`config.mk`:
```
export PLATFORM = sky130hd
export DESIGN_NAME = mode_sequencer_flat
export DESIGN_NICKNAME = d
export VERILOG_FILES = /design/src/rtl/mode_seq_pkg.sv /design/src/rtl/mode_sequencer_if.sv /design/src/rtl/wait_timer.sv /design/src/rtl/mode_sequencer.sv /design/src/flat_wrapper.sv
export SDC_FILE = /design/constraint.sdc
export NUM_CORES = 1
export LEC_CHECK = 0
export ABC_AREA = 1
export CAP_MARGIN = 20
export CELL_PAD_IN_SITES_DETAIL_PLACEMENT = 0
export CELL_PAD_IN_SITES_GLOBAL_PLACEMENT = 2
export CORE_ASPECT_RATIO = 1.2
export CORE_UTILIZATION = 28
export DETAILED_ROUTE_END_ITERATION = 12
export PLACE_DENSITY_LB_ADDON = 0.1
export SLEW_MARGIN = 20
export SYNTH_ARGS = -nofsm -noshare
export SYNTH_HDL_FRONTEND = slang
export SYNTH_SLANG_ARGS = --single-unit
```
`constraint.sdc`:
```
create_clock -name clk -period 1.9 [get_ports clk]
set_clock_uncertainty 0.1 [all_clocks]
set_input_delay 0.19 -clock clk [delete_from_list [all_inputs] [get_ports clk]]
set_output_delay 0.19 -clock clk [all_outputs]
set_load 0.03 [all_outputs]
```
`src/rtl/mode_seq_pkg.sv`:
```
// Shared definitions for the mode sequencer: state encoding, unit mode
// codes, default wait limit, the latched command record and small helpers.
package mode_seq_pkg;

   localparam logic [2:0] ST_IDLE  = 3'd0;
   localparam logic [2:0] ST_ARM   = 3'd1;
   localparam logic [2:0] ST_RUN   = 3'd2;
   localparam logic [2:0] ST_DRAIN = 3'd3;
   localparam logic [2:0] ST_DONE  = 3'd4;
   localparam logic [2:0] ST_ERROR = 3'd5;

   localparam logic [1:0] MODE_NONE  = 2'd0;
   localparam logic [1:0] MODE_ENUM  = 2'd1;
   localparam logic [1:0] MODE_COUNT = 2'd2;
   localparam logic [1:0] MODE_UPD   = 2'd3;

   localparam int TIMEOUT_DEF = 15;

   typedef struct packed {
      logic [1:0] mode;
      logic [7:0] x;
      logic [3:0] len;
   } cmd_t;

   // Saturating 4-bit increment used by the active-cycle counter.
   function automatic logic [3:0] sat_inc4(input logic [3:0] v);
      logic [3:0] r;
      if (v == 4'hF) begin
         r = v;
      end else begin
         r = v + 4'd1;
      end
      return r;
   endfunction

   // True while a command is being worked on (the unit is being driven or drained).
   function automatic logic in_cmd_phase(input logic [2:0] st);
      logic r;
      case (st)
         ST_ARM, ST_RUN, ST_DRAIN: r = 1'b1;
         default:                  r = 1'b0;
      endcase
      return r;
   endfunction

endpackage

```
`src/rtl/mode_sequencer_if.sv`:
```
// Host-side command/result bus of the mode sequencer.
interface mode_sequencer_if;
   logic       cmd_valid;
   logic       cmd_ready;
   logic [1:0] cmd_mode;
   logic [7:0] cmd_x;
   logic [3:0] cmd_len;
   logic       busy;
   logic       done;
   logic       err;
   logic [7:0] res_y;
   logic [2:0] res_s;
   logic       res_b;
   logic [3:0] active_cycles;

   modport master (
      output cmd_valid, cmd_mode, cmd_x, cmd_len,
      input  cmd_ready, busy, done, err, res_y, res_s, res_b, active_cycles
   );

   modport slave (
      input  cmd_valid, cmd_mode, cmd_x, cmd_len,
      output cmd_ready, busy, done, err, res_y, res_s, res_b, active_cycles
   );
endinterface

```
`src/rtl/wait_timer.sv`:
```
// Shared wait counter for the ARM and DRAIN phases; flags the last
// permitted wait cycle so the FSM can give up on the unit.
module wait_timer
   import mode_seq_pkg::*;
#(
   parameter int TIMEOUT = TIMEOUT_DEF
) (
   input  logic clk,
   input  logic rst,
   input  logic clr,
   input  logic en,
   output logic expired
);

   localparam logic [3:0] LIMIT_C = 4'(TIMEOUT - 1);

   logic [3:0] count_r;

   // Clear wins over count; otherwise advance while enabled.
   always_ff @(posedge clk or posedge rst) begin
      if (rst) begin
         count_r <= 4'd0;
      end else if (clr) begin
         count_r <= 4'd0;
      end else if (en) begin
         count_r <= count_r + 4'd1;
      end else begin
         count_r <= count_r;
      end
   end

   assign expired = (count_r == LIMIT_C);

endmodule

```
`src/rtl/mode_sequencer.sv`:
```
// Host-side command sequencer: accepts one command, arms the unit's mode,
// holds start for the programmed run length, waits for the unit to go idle
// and reports captured results (or a timeout error).
module mode_sequencer
   import mode_seq_pkg::*;
#(
   parameter int TIMEOUT = TIMEOUT_DEF
) (
   input  logic            clk,
   input  logic            rst,
   mode_sequencer_if.slave host,
   output logic [1:0]      on,
   output logic            start,
   output logic [7:0]      x,
   input  logic [1:0]      regime,
   input  logic            active,
   input  logic [7:0]      y_in,
   input  logic [2:0]      s_in,
   input  logic            b_in
);

   logic [2:0] state_r;
   logic [2:0] state_nxt_s;
   cmd_t       cmd_r;
   cmd_t       cmd_nxt_s;
   logic [3:0] run_cnt_r;
   logic [3:0] act_cnt_r;
   logic [7:0] res_y_r;
   logic [2:0] res_s_r;
   logic       res_b_r;

   logic accept_s;
   logic tmr_clr_s;
   logic tmr_en_s;
   logic tmr_expired_s;
   logic run_load_s;
   logic capture_s;

   logic [1:0] on_nxt_s;
   logic       start_nxt_s;
   logic       done_nxt_s;
   logic       err_nxt_s;
   logic       busy_nxt_s;
   logic       ready_nxt_s;
   logic [1:0] on_r;
   logic       start_r;
   logic       done_r;
   logic       err_r;
   logic       busy_r;
   logic       ready_r;

   wait_timer #(.TIMEOUT(TIMEOUT)) u_wait_timer (
      .clk     (clk),
      .rst     (rst),
      .clr     (tmr_clr_s),
      .en      (tmr_en_s),
      .expired (tmr_expired_s)
   );

   // Next-state and control strobes; a regime match always beats expiry.
   always_comb begin
      state_nxt_s = state_r;
      accept_s    = 1'b0;
      tmr_clr_s   = 1'b0;
      tmr_en_s    = 1'b0;
      run_load_s  = 1'b0;
      capture_s   = 1'b0;
      case (state_r)
         ST_IDLE: begin
            if (host.cmd_valid) begin
               accept_s  = 1'b1;
               tmr_clr_s = 1'b1;
               if (host.cmd_mode == MODE_NONE) begin
                  state_nxt_s = ST_DONE;
               end else begin
                  state_nxt_s = ST_ARM;
               end
            end else begin
               state_nxt_s = ST_IDLE;
            end
         end
         ST_ARM: begin
            if (regime == cmd_r.mode) begin
               tmr_clr_s = 1'b1;
               if (cmd_r.len != 4'd0) begin
                  run_load_s  = 1'b1;
                  state_nxt_s = ST_RUN;
               end else begin
                  state_nxt_s = ST_DRAIN;
               end
            end else if (tmr_expired_s) begin
               state_nxt_s = ST_ERROR;
            end else begin
               tmr_en_s    = 1'b1;
               state_nxt_s = ST_ARM;
            end
         end
         ST_RUN: begin
            if (run_cnt_r == 4'd1) begin
               tmr_clr_s   = 1'b1;
               state_nxt_s = ST_DRAIN;
            end else begin
               state_nxt_s = ST_RUN;
            end
         end
         ST_DRAIN: begin
            if (regime == MODE_NONE) begin
               capture_s   = 1'b1;
               state_nxt_s = ST_DONE;
            end else if (tmr_expired_s) begin
               state_nxt_s = ST_ERROR;
            end else begin
               tmr_en_s    = 1'b1;
               state_nxt_s = ST_DRAIN;
            end
         end
         ST_DONE:  state_nxt_s = ST_IDLE;
         ST_ERROR: state_nxt_s = ST_IDLE;
         default:  state_nxt_s = ST_IDLE;
      endcase
   end

   // Command record as it will stand after this edge.
   always_comb begin
      cmd_nxt_s = cmd_r;
      if (accept_s) begin
         cmd_nxt_s.mode = host.cmd_mode;
         cmd_nxt_s.x    = host.cmd_x;
         cmd_nxt_s.len  = host.cmd_len;
      end else begin
         cmd_nxt_s = cmd_r;
      end
   end

   // Output values for the upcoming state, so every output leaves a flop.
   always_comb begin
      on_nxt_s    = MODE_NONE;
      start_nxt_s = 1'b0;
      done_nxt_s  = 1'b0;
      err_nxt_s   = 1'b0;
      busy_nxt_s  = 1'b1;
      ready_nxt_s = 1'b0;
      case (state_nxt_s)
         ST_IDLE: begin
            busy_nxt_s  = 1'b0;
            ready_nxt_s = 1'b1;
         end
         ST_ARM: begin
            on_nxt_s    = cmd_nxt_s.mode;
            start_nxt_s = (cmd_nxt_s.len != 4'd0);
         end
         ST_RUN: begin
            on_nxt_s    = cmd_nxt_s.mode;
            start_nxt_s = 1'b1;
         end
         ST_DRAIN: begin
            busy_nxt_s = 1'b1;
         end
         ST_DONE: begin
            done_nxt_s = 1'b1;
         end
         ST_ERROR: begin
            done_nxt_s = 1'b1;
            err_nxt_s  = 1'b1;
         end
         default: begin
            busy_nxt_s  = 1'b0;
            ready_nxt_s = 1'b1;
         end
      endcase
   end

   // State, latched command and registered outputs.
   always_ff @(posedge clk or posedge rst) begin
      if (rst) begin
         state_r <= ST_IDLE;
         cmd_r   <= '0;
         on_r    <= MODE_NONE;
         start_r <= 1'b0;
         done_r  <= 1'b0;
         err_r   <= 1'b0;
         busy_r  <= 1'b0;
         ready_r <= 1'b1;
      end else begin
         state_r <= state_nxt_s;
         cmd_r   <= cmd_nxt_s;
         on_r    <= on_nxt_s;
         start_r <= start_nxt_s;
         done_r  <= done_nxt_s;
         err_r   <= err_nxt_s;
         busy_r  <= busy_nxt_s;
         ready_r <= ready_nxt_s;
      end
   end

   // Run-length counter: loaded when RUN is entered, counts down inside RUN.
   always_ff @(posedge clk or posedge rst) begin
      if (rst) begin
         run_cnt_r <= 4'd0;
      end else if (run_load_s) begin
         run_cnt_r <= cmd_r.len;
      end else if (state_r == ST_RUN) begin
         run_cnt_r <= run_cnt_r - 4'd1;
      end else begin
         run_cnt_r <= run_cnt_r;
      end
   end

   // Saturating count of active cycles seen while the command is in progress.
   always_ff @(posedge clk or posedge rst) begin
      if (rst) begin
         act_cnt_r <= 4'd0;
      end else if (accept_s) begin
         act_cnt_r <= 4'd0;
      end else if (in_cmd_phase(state_r) && active) begin
         act_cnt_r <= sat_inc4(act_cnt_r);
      end else begin
         act_cnt_r <= act_cnt_r;
      end
   end

   // Result capture when the unit returns to idle; errors leave results alone.
   always_ff @(posedge clk or posedge rst) begin
      if (rst) begin
         res_y_r <= 8'd0;
         res_s_r <= 3'd0;
         res_b_r <= 1'b0;
      end else if (capture_s) begin
         res_y_r <= y_in;
         res_s_r <= s_in;
         res_b_r <= b_in;
      end else begin
         res_y_r <= res_y_r;
         res_s_r <= res_s_r;
         res_b_r <= res_b_r;
      end
   end

   assign on                 = on_r;
   assign start              = start_r;
   assign x                  = cmd_r.x;
   assign host.cmd_ready     = ready_r;
   assign host.busy          = busy_r;
   assign host.done          = done_r;
   assign host.err           = err_r;
   assign host.res_y         = res_y_r;
   assign host.res_s         = res_s_r;
   assign host.res_b         = res_b_r;
   assign host.active_cycles = act_cnt_r;

endmodule

```
`src/flat_wrapper.sv`:
```
// flat-port wrapper written by rule: the top's interface ports become plain ports
module mode_sequencer_flat import mode_seq_pkg::*;
#(
   parameter int TIMEOUT = TIMEOUT_DEF
)
  (clk, rst, on, start, x, regime, active, y_in, s_in, b_in, host_cmd_valid, host_cmd_mode, host_cmd_x, host_cmd_len, host_cmd_ready, host_busy, host_done, host_err, host_res_y, host_res_s, host_res_b, host_active_cycles);
  mode_sequencer_if host_i ();
  input  logic clk;
  input  logic rst;
  output logic [1:0] on;
  output logic start;
  output logic [7:0] x;
  input  logic [1:0] regime;
  input  logic active;
  input  logic [7:0] y_in;
  input  logic [2:0] s_in;
  input  logic b_in;
  input wire logic [$bits(host_i.cmd_valid)-1:0] host_cmd_valid;
  input wire logic [$bits(host_i.cmd_mode)-1:0] host_cmd_mode;
  input wire logic [$bits(host_i.cmd_x)-1:0] host_cmd_x;
  input wire logic [$bits(host_i.cmd_len)-1:0] host_cmd_len;
  output wire logic [$bits(host_i.cmd_ready)-1:0] host_cmd_ready;
  output wire logic [$bits(host_i.busy)-1:0] host_busy;
  output wire logic [$bits(host_i.done)-1:0] host_done;
  output wire logic [$bits(host_i.err)-1:0] host_err;
  output wire logic [$bits(host_i.res_y)-1:0] host_res_y;
  output wire logic [$bits(host_i.res_s)-1:0] host_res_s;
  output wire logic [$bits(host_i.res_b)-1:0] host_res_b;
  output wire logic [$bits(host_i.active_cycles)-1:0] host_active_cycles;
  assign host_i.cmd_valid = host_cmd_valid;
  assign host_i.cmd_mode = host_cmd_mode;
  assign host_i.cmd_x = host_cmd_x;
  assign host_i.cmd_len = host_cmd_len;
  assign host_cmd_ready = host_i.cmd_ready;
  assign host_busy = host_i.busy;
  assign host_done = host_i.done;
  assign host_err = host_i.err;
  assign host_res_y = host_i.res_y;
  assign host_res_s = host_i.res_s;
  assign host_res_b = host_i.res_b;
  assign host_active_cycles = host_i.active_cycles;
  mode_sequencer #(.TIMEOUT(TIMEOUT)) u_core (.clk(clk), .rst(rst), .host(host_i), .on(on), .start(start), .x(x), .regime(regime), .active(active), .y_in(y_in), .s_in(s_in), .b_in(b_in));
endmodule
```
==> results_dict.tcl, run 1 <==
set metrics [dict create \
    status "finished, violations left" \
    violations "DRC" \
    holdCritPathClass "primary input to asynchronous set/reset pin" \
    peakVddDrop_v 0.000462 \
    dieArea_um2 8440 \
    routed_wl_um 5030 \
    clk-insertion-delay-late_ns 0.30 \
    worstSetupPathType "flip-flop to primary output" \
    max-cap-violations 0 \
    critPathSlowestCell "clkdlybuf4s50_1" \
    fin_crit_ns 1.79 \
    endpoint_kind "primary output" \
    dieWidth_um 84.0 \
    cp_data_arrival_time_ns 1.50 \
    grt_usage_pct 13.1 \
    grt_max_degree 23 \
    die_h_um 100 \
    place_congestion 0.734 \
    grt_setup_unrepaired "no" \
    grt_pass1_wl_um 8760 \
    io_pins 63 \
    finalSetupViolCount 0 \
    p_leak_nw 1.53 \
    p_total_mw 5.08 \
    first_global_vias 1863 \
    ant_nets 0 \
    grt-ovfl-total 0 \
    cts-root-buf "clkbuf_8" \
    clkTransAtPathRegs_ns 0.09 \
    final_cell_mix "82 x nand2_1, 62 x clkdlybuf4s50_1, 47 x dfrtp_1, 28 x inv_1, 25 x nor2_1" \
    worst_pin_slew_ns 0.401 \
    power_density_nw_per_um2 1650 \
    relSlewSlack_pct 73.2 \
    syn2layout_area_growth_pct 36.4 \
    path_delay_family "buffers and inverters" \
    portBuffers 62 \
    muxShareOfSynthArea_pct 5.98 \
    tritoncts "yes" \
    post_cts_buffers 0 \
    drt_iter0_markers 50 \
    path_buf_inv 1 \
    antennaDiodeCount 0 \
    slew_violations 0 \
    dp_hpwl_um 3770 \
    synth_simple_gate_area_share_pct 23.8 \
    syn-num-nets 294 \
    synth-compound-area-share_pct 4.70 \
    layoutNonFillerInstCount 414 \
    fin_crit_sh_pct 94.0 \
    netlist_area_um2 2260 \
    ctsHtreeMaxLevel 2 \
    syn_inst 257 \
    start_util_pct 29.2 \
    dp_slack_ns -0.00957 \
    nNetsFinal 358 \
    cts-resized-gates 0 \
    cp_slowest_stage_delay_ns 0.68 \
    synth_xor_area_share_pct 1.16 \
    dp_cells 406 \
    cts_buffers 5 \
    rr_worst_depth 8 \
    cts_sinks 48 \
    crit_fanout 1 \
    hold_viol 0 \
    core_um2 7750 \
    start_kind "flip-flop" \
    drive_above_1_share_pct 10.9 \
    final_common_cell "nand2_1" \
    wl_per_cell_um 12.1 \
    path_depth 1 \
    synth_fa_ha_area_share_pct 2.77 \
    ys_warn_count 0 \
    antenna_found_initial 0 \
    vias_per_cell 4.39 \
    drc_errors 18 \
    max_freq_ghz 0.560 \
    synth_area_per_cell_um2 8.80 \
    cp.required_ns 1.61 \
    vias 1817 \
    first_pass_iters 8 \
    ys_seq_elements 48 \
    synth_top_family_by_area "simple AND/OR/NAND/NOR gates" \
    worst_slack_ns 0.114 \
    postCtsHoldBufs 0 \
    ys_seq_area_share_pct 53.2 \
    yosysUniqueCellTypes 24 \
    cts_buffer_depth 2 \
    rows 35 \
    cp_cell_sequence "clkdlybuf4s50_1" \
]
metal layers:
| layer | GRT usage (%) | wire, um | vias to the layer above |
|---|---|---|---|
| met3 | 2.80 | 322 | 6 |
| li1 | - | - | 925 |
| met2 | 22.2 | 2380 | 49 |
| met5 | 0 | 0 | - |
| met4 | 4.77 | 60 | 0 |
| met1 | 16.6 | 2270 | 837 |
state kept, by name (all words and copies together) (netlist names):
signal / count
u_core.cmd_r: 6
u_core.host.active_cycles: 4
u_core.host.busy: 1
u_core.host.cmd_ready: 1
u_core.host.done: 1
u_core.host.err: 1
u_core.host.res_b: 1
u_core.host.res_s: 3
u_core.host.res_y: 8
u_core.on: 2
u_core.run_cnt_r: 4
u_core.start: 1
u_core.state_r: 3
u_core.u_wait_timer.count_r: 4
u_core.x: 8
final timing paths:
kind                                       start             endpoint  slack [ns]
min in group clk                   host_cmd_x[1]          u_core.x[1]        0.31
max in group asynchronous                    rst    u_core.state_r[0]        1.11
setup reg to reg               u_core.state_r[1]  u_core.run_cnt_r[0]        0.22
hold / removal                               rst          u_core.x[7]        0.09
setup / recovery           u_core.host.cmd_ready       host_cmd_ready        0.11
hold reg to reg                      u_core.x[0]          u_core.x[0]        0.39
power breakdown:
group / switching, mW / total (mW) / internal (mW)
Clock: 0.337 / 0.727 / 0.391
Sequential: 0.280 / 1.76 / 1.48
Combinational: 1.53 / 2.59 / 1.06
synthesized netlist by cell type, drive strengths merged:
| library cell | number | area [um2] |
|---|---|---|
| dfrtp | 47 | 1180 |
| xnor2 | 1 | 8.76 |
| xor2 | 2 | 17.5 |
| mux2 | 12 | 135 |
| ha | 5 | 62.6 |
| o21ai | 7 | 38.8 |
| nand3b | 1 | 7.51 |
| nor3 | 1 | 10.0 |
| nor2 | 27 | 111 |
| dfstp | 1 | 26.3 |
| nand2 | 83 | 314 |
| inv | 30 | 113 |
| nand3 | 17 | 95.1 |
| a21oi | 9 | 45.0 |
| o211ai | 3 | 22.5 |
| buf | 11 | 77.6 |
through the flow:
stage	TNS [ns]	instance area (um2)	hold WS, ns	util [%]
floorplan	0	2260	0.200	-
global placement	0	2980	0.362	38.4
detailed placement	-0.00957	2980	0.369	38.4
CTS	0	3080	0.103	39.8
global route	0	3080	0.115	39.8
finish	0	3080	0.0928	39.8
layout make-up:
| type | instances | area (um2) |
|---|---|---|
| Multi-Input combinational cell | 168 | 868 |
| Clock buffer | 6 | 72.6 |
| Tap cell | 92 | 115 |
| Fill cell | 810 | 4670 |
| Inverter | 30 | 113 |
| Clock inverter | 2 | 35.0 |
| Timing Repair Buffer | 68 | 678 |
| Sequential cell | 48 | 1200 |
kinds of logic (layout without fill, tap and decap cells):
group,after synthesis,after routing
AND/OR/NAND/NOR,129,129
adder cells (fa/ha/maj),5,5
multiplexers,12,12
AO/OA/AOI/OAI,19,19
XOR/XNOR,3,3
buffers and inverters,41,106
flip-flops,48,48
(Power assumes the default switching activity.)
==> run 2, diff against run 1 <==
--- a/config.mk
+++ b/config.mk
@@ -10,8 +10,9 @@
 export CELL_PAD_IN_SITES_DETAIL_PLACEMENT = 0
 export CELL_PAD_IN_SITES_GLOBAL_PLACEMENT = 2
 export CORE_ASPECT_RATIO = 1.2
-export CORE_UTILIZATION = 28
+export CORE_UTILIZATION = 36
 export DETAILED_ROUTE_END_ITERATION = 12
+export DONT_BUFFER_PORTS = 1
 export PLACE_DENSITY_LB_ADDON = 0.1
 export SLEW_MARGIN = 20
 export SYNTH_ARGS = -nofsm -noshare
==> run 2 against run 1 <==
  * The flow now finishes without violations
  * Setup slack improved by 0.16 ns
  * Clock power increased by 5.5%
  * Design area is 11% lower
  * First-iteration DRC count is 12% lower
  * Critical path depth is 9 higher
  * Sequential power is 31% higher
==> results_dict.tcl, run 2 (synthesized netlist as in run 1, its figures left out) <==
set metrics [dict create \
    grt_pass1_wl_um 7420 \
    cp_data_arrival_time_ns 1.72 \
    wl_per_cell_um 12.7 \
    slew_violations 0 \
    grt-ovfl-total 0 \
    grt_usage_pct 15.1 \
    peakVddDrop_v 0.000521 \
    power_density_nw_per_um2 1680 \
    start_util_pct 37.4 \
    portBuffers 0 \
    min-delay-start "host_cmd_mode[0]" \
    vias_per_cell 4.44 \
    cts_buffer_depth 2 \
    rr_worst_depth 10 \
    finalSetupViolCount 0 \
    cts_sinks 48 \
    r2r-end "u_core.host.busy" \
    placed_cell_area_um2 2370 \
    worst_pin_slew_ns 0.452 \
    cp.required_ns 2.00 \
    cpMostUsedCell "nand2_1" \
    critPathSlowestCell "dfrtp_1" \
    routed_wl_um 4710 \
    clkTransAtPathRegs_ns 0.10 \
    antennaDiodeCount 0 \
    ctsHtreeMaxLevel 2 \
    nNetsFinal 325 \
    cts-resized-gates 0 \
    dieArea_um2 6600 \
    first_global_vias 1621 \
    clk-insertion-delay-late_ns 0.31 \
    status "finished, final reports clean" \
    dp_slack_ns 0.264 \
    ant_nets 0 \
    start_kind "flip-flop" \
    path_delay_family "simple AND/OR/NAND/NOR gates" \
    max-cap-violations 0 \
    fin_crit_ns 1.63 \
    min_to "u_core.cmd_r[12]" \
    holdCritPathClass "primary input to flip-flop" \
    crit_fanout 5 \
    grt_setup_unrepaired "no" \
    finalSetupTns_ns 0 \
    hold_viol 0 \
    drc_errors 0 \
    fin_crit_sh_pct 85.7 \
    drive_above_1_share_pct 13.5 \
    path_buf_inv 3 \
    syn2layout_area_growth_pct 21.3 \
    place_congestion 0.791 \
    max_freq_ghz 0.614 \
    dp_hpwl_um 3310 \
    final_area_um2 2740 \
    relSlewSlack_pct 69.8 \
    cts_buffers 5 \
    first_pass_iters 4 \
    holdPathStages 2 \
    cts-root-buf "clkbuf_8" \
    grt_max_degree 29 \
    r2r-start "u_core.u_wait_timer.count_r[0]" \
    cp_slowest_stage_delay_ns 0.40 \
    final_common_cell "nand2_1" \
    tritoncts "yes" \
    p_leak_nw 1.42 \
    endpoint_kind "flip-flop" \
    drt_iter0_markers 44 \
    io_pins 63 \
    worstSetupPathType "flip-flop to flip-flop" \
    regToRegSetupSlack_ns 0.27 \
    final_cell_mix "82 x nand2_1, 47 x dfrtp_1, 28 x inv_1, 26 x dlygate4sd3_1, 25 x nor2_1" \
    dieWidth_um 74.3 \
    antenna_found_initial 0 \
    worst_slack_ns 0.271 \
    cp_cell_sequence "inv_1 > ha_1 > nand3_1 > nand2_1 > nand2_1 > nand2_1 > inv_1 > nand2_1 > nor3_2 > inv_1" \
    core_um2 6050 \
    vias 1647 \
    die_h_um 88.8 \
    rows 31 \
]
## run 2: layout make-up
cell class	instances	area, um2
fill	623	3310
sequential	48	1200
multi-input combinational	168	868
timing repair buffer	35	340
inverter	30	113
tap	82	103
clock buffer	5	68.8
clock inverter	3	46.3
## run 2: worst reg2reg max path: cells and delay by family (launching register included)
family                   cells  cell delay, ns
AND/OR/NAND/NOR              6            0.64
adder cells (fa/ha/maj)      1            0.19
buffers and inverters        3            0.19
flip-flops                   1            0.40
## run 2: per-stage QoR
step	power [mW]	util, %	hold WS, ns	std cells
5_1_grt	4.99	45.3	0.0377	371
3_3_place_gp	3.83	39.1	0.0133	337
6_report	4.59	45.3	0.00810	371
4_1_cts	4.65	45.3	0.0229	371
3_5_place_dp	3.83	39.1	0.0157	337
2_1_floorplan	3.53	-	0.200	257
## run 2: worst max path at each step
stage / start / cells after the start / end
finish: u_core.u_wait_timer.count_r[0] / 10 / u_core.host.busy
detailed placement: u_core.state_r[0] / 8 / u_core.start
global route: u_core.u_wait_timer.count_r[0] / 10 / u_core.host.busy
CTS: u_core.u_wait_timer.count_r[0] / 10 / u_core.host.busy
floorplan: u_core.host.active_cycles[0] / 6 / u_core.host.active_cycles[3]
global placement: u_core.state_r[0] / 8 / u_core.start
## run 2: power breakdown
| part | internal, mW | switching (mW) |
|---|---|---|
| registers | 1.48 | 0.829 |
| logic | 0.613 | 0.906 |
| clock network | 0.397 | 0.370 |
## run 2: metal layers
metal  vias up  part of all wire (%)  GRT usage [%]
met5         -                     0              0
met4         0                   1.5           5.66
met3         5                   5.1           3.53
met2        48                    49           26.6
met1       739                    45           17.7
li1        855                     -              -
## run 2: what timing repair did
item,4_1_cts,5_1_grt
hold endpoints to repair,45,0
buffers inserted,0,0
hold buffers,26,0
